File: src/rtl/gray_ptr_rd_ctrl.sv
// Read-side pointer controller of an async FIFO: synchronizes the writer's gray pointer,
// derives fill level and grants pops. Optional integrity check under GRAY_PTR_ERR_CHECK_EN.
module gray_ptr_rd_ctrl #(
    parameter int unsigned ADDR_WIDTH  = 4,
    parameter int unsigned SYNC_STAGES = 2,
    localparam int unsigned PW         = ADDR_WIDTH + 1
) (
    input  logic                  clk_i,
    input  logic                  rst_ni,
    input  logic [PW-1:0]         wr_ptr_gray_i,
    input  logic                  rd_en_i,
    output logic                  rd_ok_o,
    output logic [ADDR_WIDTH-1:0] rd_addr_o,
    output logic [PW-1:0]         rd_ptr_gray_o,
    output logic                  empty_o,
`ifdef GRAY_PTR_ERR_CHECK_EN
    output logic                  err_o,
`endif
    output logic [PW-1:0]         level_o
);

    localparam logic [PW-1:0] DEPTH = PW'(1) << ADDR_WIDTH;

    logic [PW-1:0] sync_q [SYNC_STAGES];
    logic [PW-1:0] wr_sync;
    logic [PW-1:0] wr_bin;
    logic [PW-1:0] rd_bin_q, rd_bin_d;
    logic [PW-1:0] rd_gray_q, rd_gray_d;
    logic [PW-1:0] level;
    logic          rd_ok;

    // Plain flop chain: nothing may sit between stages.
    always_ff @(posedge clk_i) begin
        if (!rst_ni) begin
            for (int i = 0; i < SYNC_STAGES; i++) sync_q[i] <= '0;
        end else begin
            sync_q[0] <= wr_ptr_gray_i;
            for (int i = 1; i < SYNC_STAGES; i++) sync_q[i] <= sync_q[i-1];
        end
    end

    assign wr_sync = sync_q[SYNC_STAGES-1];

    always_comb begin
        wr_bin         = '0;
        wr_bin[PW-1]   = wr_sync[PW-1];
        for (int i = PW - 2; i >= 0; i--) wr_bin[i] = wr_bin[i+1] ^ wr_sync[i];
    end

    assign level = wr_bin - rd_bin_q;
    assign rd_ok = rd_en_i & (level != '0);

    always_comb begin
        rd_bin_d  = rd_ok ? rd_bin_q + PW'(1) : rd_bin_q;
        rd_gray_d = rd_bin_d ^ (rd_bin_d >> 1);
    end

    always_ff @(posedge clk_i) begin
        if (!rst_ni) begin
            rd_bin_q  <= '0;
            rd_gray_q <= '0;
        end else begin
            rd_bin_q  <= rd_bin_d;
            rd_gray_q <= rd_gray_d;
        end
    end

`ifdef GRAY_PTR_ERR_CHECK_EN
    logic [PW-1:0] wr_prev_q;
    logic [PW-1:0] step;
    logic          err_q, err_d;

    // More than one toggled bit between consecutive synced values is an illegal gray step.
    assign step  = wr_sync ^ wr_prev_q;
    assign err_d = err_q | (|(step & (step - PW'(1)))) | (level > DEPTH);

    always_ff @(posedge clk_i) begin
        if (!rst_ni) begin
            wr_prev_q <= '0;
            err_q     <= 1'b0;
        end else begin
            wr_prev_q <= wr_sync;
            err_q     <= err_d;
        end
    end

    assign err_o = err_q;
`endif

    assign rd_ok_o       = rd_ok;
    assign rd_addr_o     = rd_bin_q[ADDR_WIDTH-1:0];
    assign rd_ptr_gray_o = rd_gray_q;
    assign empty_o       = (level == '0);
    assign level_o       = level;

endmodule

File: config.mk
export PLATFORM = sky130hd
export DESIGN_NAME = gray_ptr_rd_ctrl
export DESIGN_NICKNAME = d
export VERILOG_FILES = /design/src/rtl/gray_ptr_rd_ctrl.sv
export SDC_FILE = /design/constraint.sdc
export NUM_CORES = 1
export LEC_CHECK = 0
export ABC_CLOCK_PERIOD_IN_PS = 4700
export BUFFER_PORTS_ARGS = -buffer_cell sky130_fd_sc_hd__buf_2
export CAP_MARGIN = 20
export CELL_PAD_IN_SITES_DETAIL_PLACEMENT = 0
export CELL_PAD_IN_SITES_GLOBAL_PLACEMENT = 1
export CORE_ASPECT_RATIO = 1.2
export CORE_MARGIN = 5
export CORE_UTILIZATION = 39
export DETAILED_ROUTE_END_ITERATION = 10
export GPL_TIMING_DRIVEN = 0
export PLACE_DENSITY_LB_ADDON = 0.1
export SETUP_SLACK_MARGIN = 0.4
export SLEW_MARGIN = 10
export SYNTH_ARGS = -nofsm -noshare
export SYNTH_HDL_FRONTEND = slang
export SYNTH_SLANG_ARGS = --single-unit
File: constraint.sdc
create_clock -name clk_i -period 4.7 [get_ports clk_i]
set_clock_uncertainty 0.1 [all_clocks]
set_input_delay 0.94 -clock clk_i [delete_from_list [all_inputs] [get_ports clk_i]]
set_output_delay 0.94 -clock clk_i [all_outputs]
set_load 0.03 [all_outputs]
==> run summary <==
Crit Path Max Fanout: 7
CTS Hold Bufs: 0
Multi-input logic area: 668.1 µm²
Final Cycle Share: 86.49%
Hold Path End: sync_q[0][7]
Average wire per standard cell: 11.84 µm
Synth Area per Inst: 9.834 µm²
Register area: 385.4 µm²
Status: complete, no violations
DRC Markers: 0
Worst-path clk slew: 110 ps
Total congestion overflow: 0
Most frequent cells in the layout: buf_2, dfxtp_1, and2_1
Initial antenna violation count: 0
CP endpoint kind: output pin
Slew margin rel.: 72.56%
F_max: 246.0 MHz
Leakage: 0.5884 nW
Seq/Total Area, Yosys: 36.15%
# diodes: 0
Syn-to-layout area delta: 24.85%
Pre-antenna DRT Iters: 2
Buffers on Ports: 23
Number of global-route vias before repair: 752
Initial core utilization: 41.23%
CTS root buffer: clkbuf_4
Min-Delay Startpoint: sync_q[0][2]
Most used DFF post-synth: dfxtp_1
RSZ-0062 raised after global routing: no
Share of cells above drive strength 1: 34.78%
Die H: 66.90 µm
Clock tree buffer depth: 2
RR Endpoint: rd_ptr_gray_o[3]
P_sw: 0.2137 mW
DP Cell Count: 163
Maxcap violations: 0
Pwr Total: 0.5109 mW
Top post-synthesis cells by area: dfxtp_1, and2_1, ha_1
Combinational Power Share: 47.8%
Global-route wire length before repair: 3353 µm
WHS Path Cells: 1
Fin. Hold Viols: 0
Antenna viol nets, final: 0
Number of synthesized flops with an enable pin: 0
Hold slack: 342.4 ps
Clock period minus worst slack: 4065 ps
Top cell type by total area after synthesis: dfxtp_1
Reg-to-Reg Start: sync_q[0][8]
Total negative setup slack: 0 ps
Largest net degree at the start of global routing: 12
Core ar.: 2552 µm²
Peak supply drop: 208.5 µV
Number of distinct library cells after synthesis: 34
Area of the die: 3841 µm²
Later-pin clock latency in the skew report: 300 ps
Die span in x: 57.42 µm
Flop2flop setup slack: 1160 ps
Detailed-route via count: 787
Tightest Pin Transition: 407.9 ps
Share of the synthesized area in the top cell type: 36.15%
HP Class: flip-flop to flip-flop
Most common cell after layout, fill and taps aside: buf_2
Slew Limit Fails: 0
Cells after Synth: 107
Worst Path Required: 3660 ps
R2R depth: 13
Flop pwr share: 35.8%
Power per cell area: 388.8 nW/µm²
CTS tree: done
Mapped Nets: 121
Detailed placement HPWL: 1542 µm
CP Class: flip-flop to output pin
CTS H-tree lvls: 1
Seq cells post-synth: 19
CP Launch Type: flip-flop
YS warnings: 0
Layout filler cell count: 265
# IOs: 24
Num CTS Buffers: 3
Cell area after synthesis: 1052 µm²
Setup violators final: 0
Core Rows: 20
Clock sink count: 19
Final WL: 2025 µm
Routed vias/inst: 4.602
RePlAce Congestion: 0.7502
Async SR Flop Fraction: 0%
Initial detailed-routing violation count: 2
Non-filler cells, final: 171
Clock power share: 16.4%
Switching Fraction: 41.83%
Total track usage: 11.29%
Pint: 0.2972 mW
Worst Path Arrival: 3030 ps
Nets: 153
==> sequential cells by signal, indices dropped and copies added, names as in the netlist <==
signal and cells:
sync_q 10, rd_bin_q 5, rd_ptr_gray_o 4
==> cell families (layout without fill, tap and decap cells) <==
| kind of cell | count (synthesis) | in the layout | synth area share [%] |
|---|---|---|---|
| fa+ha+maj | 6 | 6 | 7.848 |
| xor+xnor | 12 | 12 | 12.13 |
| simple gates | 41 | 41 | 23.19 |
| compound gates | 11 | 11 | 8.918 |
| mux | 7 | 7 | 7.848 |
| flops | 19 | 19 | 36.15 |
| buf+inv | 11 | 42 | 3.924 |
==> worst max path at each step <==
stage	slack, ps	from	end	cells after the start
after CTS	420	sync_q[0][9]	rd_ok_o	12
after floorplan	720	sync_q[0][9]	empty_o	10
after global placement	570	sync_q[0][9]	rd_ok_o	12
after detailed placement	520	sync_q[0][9]	rd_ok_o	12
after global routing	400	sync_q[0][8]	rd_ok_o	12
final	630	sync_q[0][8]	rd_ok_o	12
==> metrics by stage <==
step	cell area [µm²]	util (%)	setup WS (ps)
2_1_floorplan	1052	-	715.3
3_5_place_dp	1209	47.35	515.6
3_3_place_gp	1209	47.35	570.5
4_1_cts	1266	49.61	424.1
5_1_grt	1314	51.47	397.9
6_report	1314	51.47	635.0
==> area by class of cell <==
| type | count | area share, % |
|---|---|---|
| multi-input cells | 77 | 50.86 |
| flip-flops and latches | 19 | 29.33 |
| repair buffers | 27 | 11.24 |
| well taps | 33 | 3.143 |
| inverters | 9 | 2.762 |
| clock buffers | 3 | 1.714 |
| plain buffers | 2 | 0.5714 |
| clock inverters | 1 | 0.3810 |
==> routing by layer <==
layer  GRT usage [%]  vias up  share of wire, %
met3           2.907        0               7.0
met2           19.07       21                47
met4           3.478        0                 0
met1           13.87      347                46
met5               0        -                 0
li1                -      419                 -
==> what timing repair did <==
item | 4_1_cts | 5_1_grt
endpoints found under the setup margin | 1 | 2
pin swaps | 3 | 4
buffers inserted | 1 | 3
resized for setup | 3 | 7
==> cell usage after synthesis, drive strengths merged, types with 3 or more instances <==
library cell,instances
mux2i,7
nand2,10
inv,9
xor2,5
dfxtp,19
ha,5
nand3,3
o21ai,3
xnor2,7
nand2b,4
nor2,4
and2,13
==> power groups by stage <==
stage | Combinational (mW) | Sequential, mW | Clock, mW
floorplan | 0.163 | 0.200 | 0
finish | 0.244 | 0.183 | 0.0839
CTS | 0.234 | 0.183 | 0.0870
global route | 0.266 | 0.185 | 0.0935
global placement | 0.226 | 0.186 | 0
detailed placement | 0.229 | 0.186 | 0
==> critical path, cell delays in order, from the launching register on <==
cell and delay, ps:
dfxtp_2 360, xor2_4 190, xnor2_2 210, xor2_2 220, xor2_1 100, ha_1 230, fa_1 430, xnor2_2 290
nor2_2 90, mux2i_4 220, o21ai_4 100, inv_4 110, clkbuf_4 190
Note: power is estimated with default switching activity, not from simulation.
